--- src/rtl/game_ctrl_pkg.sv ---
// game_ctrl_pkg: state encodings, mouse modes, default button geometry
// and a packed-vector slice helper shared by control, render and UART link.
package game_ctrl_pkg;

    localparam logic [2:0] ST_MENU       = 3'd0;
    localparam logic [2:0] ST_GAME       = 3'd1;
    localparam logic [2:0] ST_VICTORY    = 3'd2;
    localparam logic [2:0] ST_GAME_OVER  = 3'd3;
    localparam logic [2:0] ST_MULTI_WAIT = 3'd4;
    localparam logic [2:0] ST_PAUSE      = 3'd5;

    localparam logic [2:0] MM_MENU = 3'd0;
    localparam logic [2:0] MM_GAME = 3'd1;

    localparam int MAX_BTN     = 16;
    localparam int DEF_NUM_BTN = 3;

    localparam logic [35:0] DEF_BTN_X_POS  = {12'd432, 12'd432, 12'd432};
    localparam logic [35:0] DEF_BTN_Y_POS  = {12'd520, 12'd540, 12'd400};
    localparam logic [35:0] DEF_BTN_X_SIZE = {3{12'd128}};
    localparam logic [35:0] DEF_BTN_Y_SIZE = {3{12'd80}};

    typedef logic [12*MAX_BTN-1:0] geom_vec_t;

    // Entry idx of a packed 12-bit-per-entry vector, index 0 in the LSBs.
    function automatic logic [11:0] geom_slice(input geom_vec_t vec,
                                               input int idx);
        return 12'(vec >> (idx * 12));
    endfunction

endpackage

--- src/rtl/game_flow_ctrl_btn_hit.sv ---
// btn_hit_test: combinational hit test of the mouse against NUM_BTN boxes.
// Ports: i_xpos/i_ypos mouse position in, o_hit per-button hit vector out.
module btn_hit_test
    import game_ctrl_pkg::*;
#(
    parameter int                    NUM_BTN    = DEF_NUM_BTN,
    parameter logic [12*NUM_BTN-1:0] BTN_X_POS  = DEF_BTN_X_POS,
    parameter logic [12*NUM_BTN-1:0] BTN_Y_POS  = DEF_BTN_Y_POS,
    parameter logic [12*NUM_BTN-1:0] BTN_X_SIZE = DEF_BTN_X_SIZE,
    parameter logic [12*NUM_BTN-1:0] BTN_Y_SIZE = DEF_BTN_Y_SIZE,
    parameter int                    HIT_MARGIN = 10
) (
    input  logic [11:0]        i_xpos,
    input  logic [11:0]        i_ypos,
    output logic [NUM_BTN-1:0] o_hit
);

    localparam geom_vec_t XP_V = geom_vec_t'(BTN_X_POS);
    localparam geom_vec_t YP_V = geom_vec_t'(BTN_Y_POS);
    localparam geom_vec_t XS_V = geom_vec_t'(BTN_X_SIZE);
    localparam geom_vec_t YS_V = geom_vec_t'(BTN_Y_SIZE);
    localparam logic [13:0] MARGIN = 14'(HIT_MARGIN);

    logic [13:0] w_x;
    logic [13:0] w_y;

    assign w_x = {2'b00, i_xpos};
    assign w_y = {2'b00, i_ypos};

    // x >= pos - margin is checked as x + margin >= pos, which also
    // clamps the lower bound at 0 without any wrap-around.
    for (genvar i = 0; i < NUM_BTN; i++) begin : g_btn
        localparam logic [13:0] XP = {2'b00, geom_slice(XP_V, i)};
        localparam logic [13:0] YP = {2'b00, geom_slice(YP_V, i)};
        localparam logic [13:0] XS = {2'b00, geom_slice(XS_V, i)};
        localparam logic [13:0] YS = {2'b00, geom_slice(YS_V, i)};

        assign o_hit[i] = (w_x + MARGIN >= XP) && (w_x <= XP + XS) &&
                          (w_y + MARGIN >= YP) && (w_y <= YP + YS);
    end

endmodule

--- src/rtl/game_flow_ctrl.sv ---
// game_flow_ctrl: game top-level flow FSM with button hit test, click edge
// detect and multiplayer-wait timeout. Optional pause via CTRL_PAUSE_EN.
// Ports: clk/rst (sync, active-high), game_on, menu_on, game_over,
// victory, xpos, ypos, mouse_left, opponent_ready, pause_req (pause only)
// in; state, mouse_mode, play_selected, display_buttons_m_and_s,
// display_menu_button, player_ready, multiplayer, btn_hover,
// wait_timeout out. All outputs registered.
module game_flow_ctrl
    import game_ctrl_pkg::*;
#(
    parameter int                    NUM_BTN      = DEF_NUM_BTN,
    parameter logic [12*NUM_BTN-1:0] BTN_X_POS    = DEF_BTN_X_POS,
    parameter logic [12*NUM_BTN-1:0] BTN_Y_POS    = DEF_BTN_Y_POS,
    parameter logic [12*NUM_BTN-1:0] BTN_X_SIZE   = {NUM_BTN{12'd128}},
    parameter logic [12*NUM_BTN-1:0] BTN_Y_SIZE   = {NUM_BTN{12'd80}},
    parameter int                    HIT_MARGIN   = 10,
    parameter int                    PLAY_IDX     = 0,
    parameter int                    MULTI_IDX    = 1,
    parameter int                    MENU_IDX     = 2,
    parameter logic [31:0]           WAIT_TIMEOUT = 32'd650_000_000
) (
    input  logic               clk,
    input  logic               rst,
    input  logic               game_on,
    input  logic               menu_on,
    input  logic               game_over,
    input  logic               victory,
    input  logic [11:0]        xpos,
    input  logic [11:0]        ypos,
    input  logic               mouse_left,
    input  logic               opponent_ready,
`ifdef CTRL_PAUSE_EN
    input  logic               pause_req,
`endif
    output logic [2:0]         state,
    output logic [2:0]         mouse_mode,
    output logic               play_selected,
    output logic               display_buttons_m_and_s,
    output logic               display_menu_button,
    output logic               player_ready,
    output logic               multiplayer,
    output logic [NUM_BTN-1:0] btn_hover,
    output logic               wait_timeout
);

    logic [2:0]         r_state;
    logic               r_flag;
    logic               r_ml_q;
    logic [31:0]        r_cnt;
    logic [NUM_BTN-1:0] r_btn_hover;
    logic [2:0]         r_mouse_mode;
    logic               r_play;
    logic               r_disp_ms;
    logic               r_disp_menu;
    logic               r_player_ready;
    logic               r_multi;
    logic               r_timeout;

    logic [NUM_BTN-1:0] w_hit;
    logic [NUM_BTN-1:0] w_win;
    logic               w_click;
    logic               w_click_play;
    logic               w_click_multi;
    logic               w_click_menu;
    logic               w_to_hit;
    logic [2:0]         w_state_nxt;
    logic               w_flag_nxt;
    logic               w_timeout;
    logic               w_illegal;
    logic               w_in_game;

    btn_hit_test #(
        .NUM_BTN    (NUM_BTN),
        .BTN_X_POS  (BTN_X_POS),
        .BTN_Y_POS  (BTN_Y_POS),
        .BTN_X_SIZE (BTN_X_SIZE),
        .BTN_Y_SIZE (BTN_Y_SIZE),
        .HIT_MARGIN (HIT_MARGIN)
    ) u_hit (
        .i_xpos (xpos),
        .i_ypos (ypos),
        .o_hit  (w_hit)
    );

    // Isolate the lowest set bit so overlapping boxes resolve to the
    // lowest button index.
    assign w_win         = w_hit & (-w_hit);
    assign w_click       = mouse_left & ~r_ml_q;
    assign w_click_play  = w_click & w_win[PLAY_IDX];
    assign w_click_multi = w_click & w_win[MULTI_IDX];
    assign w_click_menu  = w_click & w_win[MENU_IDX];
    assign w_to_hit      = (WAIT_TIMEOUT != 32'd0) &&
                           (r_cnt == WAIT_TIMEOUT - 32'd1);

    always_comb begin
        w_state_nxt = r_state;
        w_flag_nxt  = r_flag;
        w_timeout   = 1'b0;
        w_illegal   = 1'b0;
        case (r_state)
            ST_MENU: begin
                if (game_on) begin
                    w_state_nxt = ST_GAME;
                end else if (w_click_play) begin
                    w_state_nxt = ST_GAME;
                    w_flag_nxt  = 1'b0;
                end else if (w_click_multi) begin
                    w_state_nxt = ST_MULTI_WAIT;
                    w_flag_nxt  = 1'b1;
                end else if (game_over) begin
                    w_state_nxt = ST_GAME_OVER;
                end else if (victory) begin
                    w_state_nxt = ST_VICTORY;
                end
            end
            ST_GAME: begin
                if (menu_on) begin
                    w_state_nxt = ST_MENU;
                end else if (game_over) begin
                    w_state_nxt = ST_GAME_OVER;
                end else if (victory) begin
                    w_state_nxt = ST_VICTORY;
`ifdef CTRL_PAUSE_EN
                end else if (pause_req) begin
                    w_state_nxt = ST_PAUSE;
`endif
                end
            end
            ST_VICTORY, ST_GAME_OVER: begin
                if (game_on) begin
                    w_state_nxt = ST_GAME;
                end else if (menu_on) begin
                    w_state_nxt = ST_MENU;
                end else if (w_click_play) begin
                    w_state_nxt = ST_GAME;
                    w_flag_nxt  = 1'b0;
                end else if (w_click_multi) begin
                    w_state_nxt = ST_MULTI_WAIT;
                    w_flag_nxt  = 1'b1;
                end else if (w_click) begin
                    w_state_nxt = ST_MENU;
                end
            end
            ST_MULTI_WAIT: begin
                if (opponent_ready) begin
                    w_state_nxt = ST_GAME;
                end else if (w_click_menu) begin
                    w_state_nxt = ST_MENU;
                    w_flag_nxt  = 1'b0;
                end else if (w_to_hit) begin
                    w_state_nxt = ST_MENU;
                    w_flag_nxt  = 1'b0;
                    w_timeout   = 1'b1;
                end
            end
`ifdef CTRL_PAUSE_EN
            ST_PAUSE: begin
                if (pause_req) begin
                    w_state_nxt = ST_GAME;
                end else if (menu_on) begin
                    w_state_nxt = ST_MENU;
                end
            end
`endif
            default: begin
                w_state_nxt = ST_MENU;
                w_flag_nxt  = 1'b0;
                w_illegal   = 1'b1;
            end
        endcase
    end

`ifdef CTRL_PAUSE_EN
    assign w_in_game = (w_state_nxt == ST_GAME) ||
                       (w_state_nxt == ST_PAUSE);
`else
    assign w_in_game = (w_state_nxt == ST_GAME);
`endif

    always_ff @(posedge clk) begin
        if (rst) begin
            r_state        <= ST_MENU;
            r_flag         <= 1'b0;
            r_ml_q         <= 1'b0;
            r_cnt          <= '0;
            r_btn_hover    <= '0;
            r_mouse_mode   <= MM_MENU;
            r_play         <= 1'b0;
            r_disp_ms      <= 1'b0;
            r_disp_menu    <= 1'b0;
            r_player_ready <= 1'b0;
            r_multi        <= 1'b0;
            r_timeout      <= 1'b0;
        end else begin
            r_state     <= w_state_nxt;
            r_flag      <= w_flag_nxt;
            r_ml_q      <= mouse_left;
            r_btn_hover <= w_hit;
            // Counter restarts on every entry into MULTI_WAIT.
            if (r_state == ST_MULTI_WAIT && w_state_nxt == ST_MULTI_WAIT)
                r_cnt <= r_cnt + 32'd1;
            else
                r_cnt <= '0;
            r_mouse_mode   <= (w_state_nxt == ST_GAME) ? MM_GAME : MM_MENU;
            r_play         <= w_in_game;
            r_disp_ms      <= ~w_illegal &&
                              ((w_state_nxt == ST_MENU) ||
                               (w_state_nxt == ST_VICTORY) ||
                               (w_state_nxt == ST_GAME_OVER));
            r_disp_menu    <= (w_state_nxt == ST_MULTI_WAIT);
            r_player_ready <= (w_state_nxt == ST_MULTI_WAIT);
            r_multi        <= (w_state_nxt == ST_MULTI_WAIT) ||
                              (w_in_game && w_flag_nxt);
            r_timeout      <= w_timeout;
        end
    end

    assign state                   = r_state;
    assign mouse_mode              = r_mouse_mode;
    assign play_selected           = r_play;
    assign display_buttons_m_and_s = r_disp_ms;
    assign display_menu_button     = r_disp_menu;
    assign player_ready            = r_player_ready;
    assign multiplayer             = r_multi;
    assign btn_hover               = r_btn_hover;
    assign wait_timeout            = r_timeout;

endmodule
--- config.mk ---
export PLATFORM = sky130hd
export DESIGN_NAME = game_flow_ctrl
export DESIGN_NICKNAME = d
export VERILOG_FILES = /design/src/rtl/game_ctrl_pkg.sv /design/src/rtl/game_flow_ctrl_btn_hit.sv /design/src/rtl/game_flow_ctrl.sv
export SDC_FILE = /design/constraint.sdc
export NUM_CORES = 1
export LEC_CHECK = 0
export BUFFER_PORTS_ARGS = -buffer_cell sky130_fd_sc_hd__buf_4
export CORE_MARGIN = 5
export CORE_UTILIZATION = 57
export DETAILED_ROUTE_END_ITERATION = 6
export PLACE_DENSITY = 0.76
export SYNTH_ARGS = -nofsm -noshare
export SYNTH_HDL_FRONTEND = slang
export SYNTH_HIERARCHICAL = 1
export SYNTH_SLANG_ARGS = --single-unit
export TNS_END_PERCENT = 10
--- constraint.sdc ---
create_clock -name clk -period 3.9 [get_ports clk]
set_input_delay 0.39 -clock clk [delete_from_list [all_inputs] [get_ports clk]]
set_output_delay 0.39 -clock clk [all_outputs]
set_load 0.01 [all_outputs]
# After elaboration in Yosys (flattened, before gate mapping)

Index checks and enable logic that the tools add are counted.

Bits in registers: 48
Output and inout bits: 15
Input port bits: 32

Multiplexer cells: 26
Order comparisons: 8
Reduce and logical (&&, ||, !) cells: 19
Equality and inequality tests: 9
Bitwise operators: 8
Add/subtract/negate cells: 4

Operator list:

| cell                  | count |
|---|---|
| $mux 3                | 14 |
| $le 12x10->1 const B  | 3 |
| $add 32x1->32 const B | 1 |
| $eq 32x30->1 const B  | 1 |
| $ge 14x10->1 const B  | 2 |
| $ge 14x9->1 const B   | 2 |
| $add 12x4->13 const B | 2 |
| $eq 3x2->1 const B    | 4 |
| $le 12x9->1 const B   | 1 |
| $pmux 3 s4            | 1 |
| $logic_and 1x1->1     | 10 |
| $mux 1                | 10 |
| $eq 3x1->1 const B    | 2 |
| $eq 3x3->1 const B    | 2 |
| $logic_not 3->1       | 2 |
| $reduce_or 5->1       | 1 |
| $and 1x1->1           | 4 |
| $pmux 1 s4            | 1 |
| $reduce_or 2->1       | 2 |
| $reduce_or 4->1       | 1 |
| $and 3x3->3           | 1 |
| $logic_or 1x1->1      | 3 |
| $neg 3->3             | 1 |
| $not 1->1             | 3 |

# Logic depth before layout (Yosys ltp)

Gate-level depths: netlist (run 1).

Depth after elaboration: 17
Gate-level depth with buffers: 14
Depth with buffers taken out: 12

# Hierarchy

Netlist (run 1), hierarchy kept.

Modules (own cells, without submodules):

| module         | seq. area each (µm²) | times used | cells each | area each (µm²) |
|---|---|---|---|---|
| game_flow_ctrl | 900.9                | 1          | 253        | 2403.6 |
| btn_hit_test   | 0.0                  | 1          | 89         | 601.8 |

# Worst setup path after synthesis (run 1)

No wires, ideal clock.

Path type: input port to flip-flop
Start: input ypos[1]
End: register r_cnt[13]
Stages on the path: 14
Setup slack: 1.026 ns
Buffers on the path: 2
Required time: 3.824 ns
Arrival time: 2.798 ns
Path through: ha_1 > buf_2 > or4_1 > o22ai_1 > nand2_1 > o41ai_1 > a21oi_1 > o2111a_1 > and3b_1 > or3_1 > a21oi_2 > a21oi_2 > buf_6 > nor3_2

Longest elaborated chain between the ends: 16
Elaborated cells between the ends (all ways): 32

Ends and longest elaborated chain:

| what                               | line                         | text |
|---|---|---|
| start, declared                    | game_flow_ctrl.sv:29         | `input logic [11:0] ypos,` |
| $add 12x4->13                      | game_flow_ctrl_btn_hit.sv:39 | `(w_y + MARGIN >= YP) && (w_y <= YP + YS);` |
| $ge 14x9->1                        | game_flow_ctrl_btn_hit.sv:39 |  |
| $logic_and 1x1->1                  | game_flow_ctrl_btn_hit.sv:38 | `assign o_hit[i] = (w_x + MARGIN >= XP) && (w_x <= XP + XS) &&` |
| $logic_and 1x1->1 *                | game_flow_ctrl_btn_hit.sv:39 |  |
| net w_hit[0]                       | game_flow_ctrl.sv:59         | `logic [NUM_BTN-1:0] w_hit;` |
| $neg 3->3                          | game_flow_ctrl.sv:87         | `assign w_win = w_hit & (-w_hit);` |
| $and 3x3->3 *                      | game_flow_ctrl.sv:87         |  |
| $and 1x1->1                        | game_flow_ctrl.sv:90         | `assign w_click_multi = w_click & w_win[MULTI_IDX];` |
| $mux 3                             | game_flow_ctrl.sv:137        | `end else if (w_click_multi) begin` |
| $mux 3                             | game_flow_ctrl.sv:134        | `end else if (w_click_play) begin` |
| $mux 3                             | game_flow_ctrl.sv:132        | `end else if (menu_on) begin` |
| $mux 3                             | game_flow_ctrl.sv:130        | `if (game_on) begin` |
| $pmux 3 s4 *                       | game_flow_ctrl.sv:100        | `case (r_state)` |
| $eq 3x3->1 *                       | game_flow_ctrl.sv:200        | `if (r_state == ST_MULTI_WAIT && w_state_nxt == ST_MULTI_WAIT)` |
| $logic_and 1x1->1 *                | game_flow_ctrl.sv:200        |  |
| $not 1->1 (no source line) *       | --                           |  |
| $reduce_or 2->1 (no source line) * | --                           |  |
| end signal, assigned               | game_flow_ctrl.sv:201        | `r_cnt <= r_cnt + 32'd1;` |
| end, declared                      | game_flow_ctrl.sv:49         | `logic [31:0] r_cnt;` |

Mark *: on every way through the listed nets, which the timed path passes. The rest lies on a longest branch.
A chain may end at the register's enable or synchronous reset.

# Final worst setup path (run 1)

Start: input ypos[1]
End: register r_cnt[3]

Longest elaborated chain between the ends: 16
Elaborated cells between the ends (all ways): 32

Ends and longest elaborated chain:

| what                               | line |
|---|---|
| $add 12x4->13                      | game_flow_ctrl_btn_hit.sv:39 |
| $ge 14x10->1                       | game_flow_ctrl_btn_hit.sv:39 |
| $logic_and 1x1->1                  | game_flow_ctrl_btn_hit.sv:38 |
| $logic_and 1x1->1 *                | game_flow_ctrl_btn_hit.sv:39 |
| net w_hit[1]                       | game_flow_ctrl.sv:59 |
| $neg 3->3                          | game_flow_ctrl.sv:87 |
| $and 3x3->3 *                      | game_flow_ctrl.sv:87 |
| $and 1x1->1                        | game_flow_ctrl.sv:90 |
| $mux 3                             | game_flow_ctrl.sv:137 |
| $mux 3                             | game_flow_ctrl.sv:134 |
| $mux 3                             | game_flow_ctrl.sv:132 |
| $mux 3                             | game_flow_ctrl.sv:130 |
| $pmux 3 s4 *                       | game_flow_ctrl.sv:100 |
| $eq 3x3->1 *                       | game_flow_ctrl.sv:200 |
| $logic_and 1x1->1 *                | game_flow_ctrl.sv:200 |
| $not 1->1 (no source line) *       | -- |
| $reduce_or 2->1 (no source line) * | -- |

Marks and branches as above.

==> flow_summary.rst, run 1 <==
.. list-table::
   :header-rows: 1

   * - Metric
     - Value
   * - Status
     - finished, final reports clean
   * - Synth Instances
     - between 300 and 400
   * - Worst hold path class
     - in -> reg
   * - Insertion delay to the later sink of the worst-skew pair
     - between 0.2 and 0.3 ns
   * - Level count of the clock H-tree
     - 2
   * - Finish-stage setup viols
     - 0
   * - Power per cell area
     - between 200 and 300 nW/um2
   * - Area of combinational cells with multiple inputs
     - slightly below 2000 um2
   * - Yosys cell types
     - 64
   * - Library cell with the largest summed area after synthesis
     - sky130_fd_sc_hd__dfxtp_1
   * - Share of post-route cells with drive strength above 1
     - a little over a quarter
   * - Layout overhead on the synthesized area
     - 14.5%
   * - Number of nets at the end of the flow
     - ~420
   * - Area of the die
     - between 6000 and 7000 um2
   * - Kind of launch point of the worst setup path
     - input pin
   * - Chip Height
     - between 80 and 90 um
   * - Placed cell count
     - ~440
   * - Number of detailed-route iterations in the first pass
     - 4
   * - Antenna viol nets, final
     - 0
   * - Number of warnings issued by yosys
     - 6
   * - Endpoint class of the critical path
     - register
   * - Initial standard-cell utilization of the core
     - about three fifths
   * - Filler cell count in the final layout
     - ~420
   * - N_diodes
     - 0
   * - Worst Slack Setup Final
     - approximately 0.8 ns
   * - Via count of the first global-routing pass
     - around 2,400
   * - Register cell area after layout
     - around 900 um2
   * - Required time of the worst setup path
     - around 4 ns
   * - Width of the die
     - 82.6 um
   * - Portion of synthesized cell area occupied by the leading cell type
     - between 20 and 30%
   * - Worst Path Arrival
     - about 3.3 ns
   * - Worst-Margin Slew
     - ~0.54 ns
   * - Part of the Yosys area used for sequential elements
     - between 20% and 30%
   * - Relative slew slack
     - between 60% and 70%
   * - Register bit total from synthesis
     - 45
   * - Pin count of the biggest net entering global routing
     - 37
   * - Number of clock sinks
     - 45
   * - Number of antenna violations at the first check in global routing
     - 0
   * - Slew Viols, Final
     - 0
   * - Reg2reg setup slack
     - 1.81 ns
   * - Fin. Hold Viols
     - 0
   * - Period utilization
     - approximately four fifths
   * - Post-synthesis instance area
     - approximately 3000 um2
   * - Final RePlAce weighted congestion
     - about 0.9
   * - GRT overflow
     - 0
   * - Total wire length after detailed routing
     - between 6000 and 7000 um
   * - Root Buffer
     - sky130_fd_sc_hd__clkbuf_8
   * - Unrepaired setup endpoints after global routing
     - false
   * - Leakage
     - 1.14 nW
   * - DRC violation total after the first TritonRoute iteration
     - between 150 and 200
   * - Number of rows in the core area
     - 26
   * - Number of enable-type register cells in the synthesized netlist
     - 0
   * - Num CTS Buffers
     - 5
   * - Routed length per placed instance
     - about 14 um
   * - Final worst path period need
     - 3.09 ns
   * - Largest buffer count on any clock path
     - 2
   * - Prevailing post-synth register cell
     - sky130_fd_sc_hd__dfxtp_1
   * - Fraction of synthesis flops using an asynchronous set or reset pin
     - 0%
   * - Cells resized by post-CTS repair
     - 0
   * - DRC Markers
     - 0
   * - Overall Global Routing Usage
     - approximately 20%
   * - Most area-consuming cells after synthesis
     - sky130_fd_sc_hd__dfxtp_1, sky130_fd_sc_hd__nor3_2, sky130_fd_sc_hd__xnor2_1
   * - Vias after detailed routing
     - around 2,700
   * - Max-cap viol count
     - 0
   * - Input/output buffers
     - 44
   * - Synthesized area per cell
     - approximately 8.8 um2
   * - Vias/cell
     - around 5.9
   * - Layout Cells excl Fill
     - about 450
   * - Peak VDD IR
     - 0.000184 V
   * - Detailed Place HPWL
     - ~4600 um
   * - Worst Skew
     - 0.00785 ns
   * - CTS Hold Bufs
     - 0
   * - Final-layout setup total negative slack
     - 0 ns
   * - Ports placed on the boundary
     - 47
   * - Global-route wire length before repair
     - ~11,000 um
   * - CTS clk-pin slew, worst paths
     - around 0.080 ns
   * - Highest clock rate
     - 323 MHz
   * - Critical Setup Path Class
     - in -> reg
   * - Post-CTS setup buffers
     - 0
   * - Top fanout value on the critical path
     - 36
   * - CORE AREA
     - between 5000 and 6000 um2
   * - TritonCTS clock tree
     - done
   * - DP Worst Slack
     - ~0.52 ns
## sequential cells by signal, summed over array words and instances, names as in the netlist
register and count:
r_cnt 32, btn_hover 3, player_ready 1, multiplayer 1
r_flag 1, wait_timeout 1, display_buttons_m_and_s 1, state 3
play_selected 1, r_ml_q 1
## synth_stat cells, types with 2 or more instances
cell type / number
sky130_fd_sc_hd__dfxtp_1: 45
sky130_fd_sc_hd__nor3_2: 28
sky130_fd_sc_hd__nor2_1: 25
sky130_fd_sc_hd__nand2_1: 23
sky130_fd_sc_hd__xnor2_1: 21
sky130_fd_sc_hd__nor3_1: 16
sky130_fd_sc_hd__xor2_1: 12
sky130_fd_sc_hd__a21oi_1: 10
sky130_fd_sc_hd__nand3_1: 10
sky130_fd_sc_hd__inv_1: 9
sky130_fd_sc_hd__nand4_1: 9
sky130_fd_sc_hd__nor4_1: 9
sky130_fd_sc_hd__and4_1: 7
sky130_fd_sc_hd__buf_6: 7
sky130_fd_sc_hd__nor2b_1: 7
sky130_fd_sc_hd__nor4b_1: 6
sky130_fd_sc_hd__o21ai_0: 6
sky130_fd_sc_hd__a31oi_1: 5
sky130_fd_sc_hd__clkbuf_1: 5
sky130_fd_sc_hd__ha_1: 5
sky130_fd_sc_hd__and3_1: 4
sky130_fd_sc_hd__buf_4: 4
sky130_fd_sc_hd__nand2b_1: 4
sky130_fd_sc_hd__nand4b_1: 4
sky130_fd_sc_hd__nor3b_1: 4
sky130_fd_sc_hd__or3_1: 4
sky130_fd_sc_hd__o22ai_1: 3
sky130_fd_sc_hd__or2_2: 3
sky130_fd_sc_hd__a21o_1: 2
sky130_fd_sc_hd__a21oi_2: 2
sky130_fd_sc_hd__a221oi_1: 2
sky130_fd_sc_hd__nand2_4: 2
sky130_fd_sc_hd__nand3_2: 2
sky130_fd_sc_hd__nand3b_1: 2
sky130_fd_sc_hd__nor4bb_1: 2
sky130_fd_sc_hd__o2111a_1: 2
sky130_fd_sc_hd__o2111ai_1: 2
sky130_fd_sc_hd__o41ai_1: 2
sky130_fd_sc_hd__or4b_1: 2
## placed cells by master (no fill, tap or decap), types with 3 or more instances in the layout
cell | synthesis | final
sky130_fd_sc_hd__clkbuf_8 | 0 | 6
sky130_fd_sc_hd__nor2b_1 | 7 | 7
sky130_fd_sc_hd__xor2_1 | 12 | 12
sky130_fd_sc_hd__nor3_2 | 28 | 28
sky130_fd_sc_hd__nor2_1 | 25 | 25
sky130_fd_sc_hd__nand2b_1 | 4 | 4
sky130_fd_sc_hd__dfxtp_1 | 45 | 45
sky130_fd_sc_hd__nor4b_1 | 6 | 6
sky130_fd_sc_hd__nor3_1 | 16 | 16
sky130_fd_sc_hd__nand4b_1 | 4 | 4
sky130_fd_sc_hd__and4_1 | 7 | 7
sky130_fd_sc_hd__nand4_1 | 9 | 9
sky130_fd_sc_hd__nand3_1 | 10 | 10
sky130_fd_sc_hd__ha_1 | 5 | 5
sky130_fd_sc_hd__o22ai_1 | 3 | 3
sky130_fd_sc_hd__a21oi_1 | 10 | 10
sky130_fd_sc_hd__nor3b_1 | 4 | 4
sky130_fd_sc_hd__inv_1 | 9 | 9
sky130_fd_sc_hd__or2_2 | 3 | 3
sky130_fd_sc_hd__xnor2_1 | 21 | 21
sky130_fd_sc_hd__nor4_1 | 9 | 9
sky130_fd_sc_hd__o21ai_0 | 6 | 6
sky130_fd_sc_hd__a31oi_1 | 5 | 5
sky130_fd_sc_hd__or3_1 | 4 | 4
sky130_fd_sc_hd__buf_4 | 4 | 45
sky130_fd_sc_hd__and3_1 | 4 | 4
sky130_fd_sc_hd__nand2_1 | 23 | 23
## final cells by class
class,count,share of cell area (%)
Multi-Input combinational cell,271,56.5
Sequential cell,45,26.2
Timing Repair Buffer,46,10.4
Tap cell,70,2.54
Clock buffer,7,2.51
Inverter,9,0.981
Clock inverter,1,0.872
## cell families (layout without fill, tap and decap cells)
kind of cell / after synthesis / count (layout) / share of synthesized area (%)
mux: 2 / 2 / 0.833
compound gates: 47 / 47 / 11.2
flops: 45 / 45 / 30.0
simple gates: 182 / 182 / 40.5
other cells: 1 / 2 / 0.125
xor+xnor: 33 / 33 / 9.62
fa+ha+maj: 5 / 5 / 2.08
buf+inv: 27 / 63 / 5.66
## metal layers
metal | up-vias | part of all wire (%) | wire [um] | GRT usage (%)
met4 | 0 | 1.3 | 83 | 6.37
met2 | 80 | 47 | 2990 | 33.1
met5 | - | 0 | 0 | 0
met1 | 1230 | 47 | 3000 | 25.9
li1 | 1340 | - | - | -
met3 | 7 | 4.7 | 299 | 3.15
## report_power, final
part | internal, mW | switching [mW]
Sequential | 0.466 | 0.00805
Combinational | 0.0655 | 0.0693
Clock | 0.209 | 0.152
## critical path, cell delays in order
cell,delay (ns)
sky130_fd_sc_hd__buf_4,0.13
sky130_fd_sc_hd__ha_1,0.29
sky130_fd_sc_hd__o21ai_2,0.25
sky130_fd_sc_hd__nor3_1,0.10
sky130_fd_sc_hd__and3_1,0.18
sky130_fd_sc_hd__o21ai_0,0.26
sky130_fd_sc_hd__nand3_1,0.14
sky130_fd_sc_hd__a221oi_1,0.33
sky130_fd_sc_hd__nand2b_1,0.18
sky130_fd_sc_hd__nor3_1,0.08
sky130_fd_sc_hd__nor4_1,0.40
sky130_fd_sc_hd__a21oi_4,0.11
sky130_fd_sc_hd__buf_12,0.21
sky130_fd_sc_hd__nor3_1,0.23
## worst paths after layout
check,from,endpoint,cells past startpoint
hold reg to reg,r_cnt[0]$_SDFF_PP0_,r_cnt[0]$_SDFF_PP0_,1
setup / recovery,ypos[1],r_cnt[3]$_SDFF_PP0_,14
setup reg to reg,r_cnt[0]$_SDFF_PP0_,r_cnt[22]$_SDFF_PP0_,6
hold / removal,rst,play_selected$_SDFF_PP0_,2
## through the flow
stage	util, %	cell area [um2]	hold slack [ns]	total power [mW]
after floorplan	-	3010	0.462	0.560
after global placement	65.1	3330	0.497	0.616
after detailed placement	65.1	3330	0.514	0.618
after CTS	67.4	3440	0.309	0.977
after global routing	67.4	3440	0.320	1.01
final	67.4	3440	0.319	0.969
Power figures use the tool's default switching activity.
==> run 2: changes to the inputs <==
==> constraint.sdc (replaced) <==
create_clock -name clk -period 2.95 [get_ports clk]
set_input_delay 0.295 -clock clk [delete_from_list [all_inputs] [get_ports clk]]
set_output_delay 0.295 -clock clk [all_outputs]
set_load 0.01 [all_outputs]
==> flow_summary.rst, run 2 (same netlist as run 1, synthesis figures left out) <==
.. list-table::
   :header-rows: 1

   * - Metric
     - Value
   * - Kind of launch point of the worst setup path
     - input pin
   * - Post-route cell area
     - approximately 3600 um2
   * - Relative slew slack
     - about three fifths
   * - Final worst path period need
     - 2.72 ns
   * - Via count of the first global-routing pass
     - 2,567
   * - Most common library cell in the layout ignoring fill and taps
     - sky130_fd_sc_hd__buf_4
   * - Worst Path Arrival
     - 2.89 ns
   * - Required time of the worst setup path
     - between 3 and 4 ns
   * - Overall Global Routing Usage
     - about a fifth
   * - CP delay by family, top
     - compound AO/OA/AOI/OAI gates
   * - N_diodes
     - 0
   * - Ports placed on the boundary
     - 47
   * - Number of rows in the core area
     - 26
   * - Num CTS Buffers
     - 5
   * - DRC violation total after the first TritonRoute iteration
     - approximately 260
   * - Fin. Hold Viols
     - 0
   * - Worst-Margin Slew
     - about 0.58 ns
   * - Routed wire length on met3
     - a little under 300 um
   * - Unrepaired setup endpoints after global routing
     - false
   * - Status
     - finished, final reports clean
   * - Root Buffer
     - sky130_fd_sc_hd__clkbuf_8
   * - Vias/cell
     - 5.85
   * - Peak VDD IR
     - between 0.0002 and 0.00025 V
   * - Uppermost signal routing layer after detailed routing
     - met4
   * - Number of nets at the end of the flow
     - 424
   * - Flip-flop count of the largest register, all copies and words added
     - 32
   * - Width of the die
     - between 80 and 90 um
   * - DRC Markers
     - 0
   * - Antenna viol nets, final
     - 0
   * - CTS Hold Bufs
     - 0
   * - Number of clock sinks
     - 45
   * - Share of total power in sequential cells
     - roughly half
   * - Initial standard-cell utilization of the core
     - about three fifths
   * - Layout overhead on the synthesized area
     - 18.6%
   * - Period utilization
     - between 90 and 100%
   * - Leakage
     - between 1 and 1.5 nW
   * - Routed length per placed instance
     - 14.2 um
   * - Number of antenna violations at the first check in global routing
     - 0
   * - Slowest stage cell on the critical path
     - sky130_fd_sc_hd__or4_1
   * - Largest buffer count on any clock path
     - 2
   * - Worst stage delay on the critical path
     - ~0.41 ns
   * - Power per cell area
     - between 300 and 400 nW/um2
   * - Slew Viols, Final
     - 0
   * - Max-cap viol count
     - 0
   * - Logic gate share of total power
     - 14.4%
   * - Area of the die
     - a little under 7000 um2
   * - Largest register by flop count
     - r_cnt
   * - Post-route met1 wirelength
     - ~3000 um
   * - Level count of the clock H-tree
     - 2
   * - TritonCTS clock tree
     - done
   * - Endpoint class of the critical path
     - register
   * - Insertion delay to the later sink of the worst-skew pair
     - about 0.29 ns
   * - Number of detailed-route iterations in the first pass
     - 5
   * - Highest-count cells in the layout ignoring fill and taps
     - sky130_fd_sc_hd__buf_4, sky130_fd_sc_hd__dfxtp_1, sky130_fd_sc_hd__nor3_2
   * - Top fanout value on the critical path
     - 5
   * - Finish-stage setup viols
     - 0
   * - Vias after detailed routing
     - approximately 2,700
   * - Post-CTS setup buffers
     - 0
   * - Highest clock rate
     - 368 MHz
   * - Chip Height
     - slightly above 80 um
   * - CORE AREA
     - approximately 5100 um2
   * - Most numerous cell on the critical path
     - sky130_fd_sc_hd__a21oi_1
   * - Detailed Place HPWL
     - 4860 um
   * - Reg2reg setup slack
     - 0.89 ns
   * - CP bufs+invs
     - 2
   * - GRT overflow
     - 0
   * - Global-route wire length before repair
     - 11,400 um
   * - Metal2 WL
     - ~3200 um
   * - Psw
     - ~0.3 mW
   * - Pin count of the biggest net entering global routing
     - 35
   * - CTS clk-pin slew, worst paths
     - around 0.080 ns
   * - Share of post-route cells with drive strength above 1
     - ~30%
   * - DP Worst Slack
     - -0.159 ns
   * - Final RePlAce weighted congestion
     - around 0.85
   * - Worst hold path class
     - in -> reg
   * - Cell-by-cell listing of the critical path
     - buf_4, ha_1, or4_1, o22ai_1, nand2_1, o41ai_1, a21oi_1, o2111a_1, buf_4, nand4bb_2, o21ai_0, a21oi_1, a2111oi_0, a21oi_1
   * - Utilization after layout
     - between 60% and 70%
   * - Final hold slack
     - around 0.23 ns
   * - Cell Int Power
     - between 0.9 and 1 mW
   * - Total wire length after detailed routing
     - 6500 um
   * - Area after DPL
     - 3420 um2
   * - Critical Setup Path Class
     - in -> reg
   * - Worst Slack Setup Final
     - roughly 0.23 ns
   * - Switching power as a share of total power
     - a little under a quarter
   * - Input/output buffers
     - 44
   * - Clock network fraction of design power
     - between 30% and 40%
   * - Final-layout setup total negative slack
     - 0 ns
   * - Worst Skew
     - ~0.0062 ns
## run 2: per-layer routing
layer,global-route usage (%),up-vias
li1,-,1352
met1,27.2,1265
met3,3.80,5
met2,36.1,59
met5,0,-
met4,3.27,0
## run 2: path summary, 6_finish.rpt
check,from,endpoint,cells after the start
max,ypos[1],state[0]$_SDFF_PP0_,14
min,rst,btn_hover[0]$_SDFF_PP0_,2
max reg2reg,r_cnt[0]$_SDFF_PP0_,display_buttons_m_and_s$_SDFF_PP0_,7
min reg2reg,r_cnt[0]$_SDFF_PP0_,r_cnt[0]$_SDFF_PP0_,1
## run 2: area by class of cell
cell class                      count  area (um2)
Sequential cell                    45         901
Clock inverter                      1        30.0
Tap cell                           70        87.6
Inverter                            9        33.8
Clock buffer                        7        86.3
Timing Repair Buffer               55         450
Fill cell                         449        1540
Multi-Input combinational cell    271        1980
## run 2: what timing repair did
item | in CTS | in global routing
setup endpoints to repair | 0 | 38
resized for setup | 0 | 6
endpoints found under the hold margin | 0 | 0
## run 2: stage by stage
| step | cells | power, mW |
|---|---|---|
| floorplan | 343 | 0.740 |
| global placement | 450 | 0.820 |
| detailed placement | 450 | 0.822 |
| CTS | 458 | 1.29 |
| global route | 458 | 1.35 |
| finish | 458 | 1.29 |
## run 2: power groups by stage
stage / Combinational, mW / Sequential [mW] / Clock, mW
2_1_floorplan: 0.100 / 0.640 / 0
3_3_place_gp: 0.179 / 0.641 / 0
3_5_place_dp: 0.181 / 0.641 / 0
4_1_cts: 0.182 / 0.626 / 0.485
5_1_grt: 0.204 / 0.628 / 0.513
6_report: 0.185 / 0.626 / 0.476
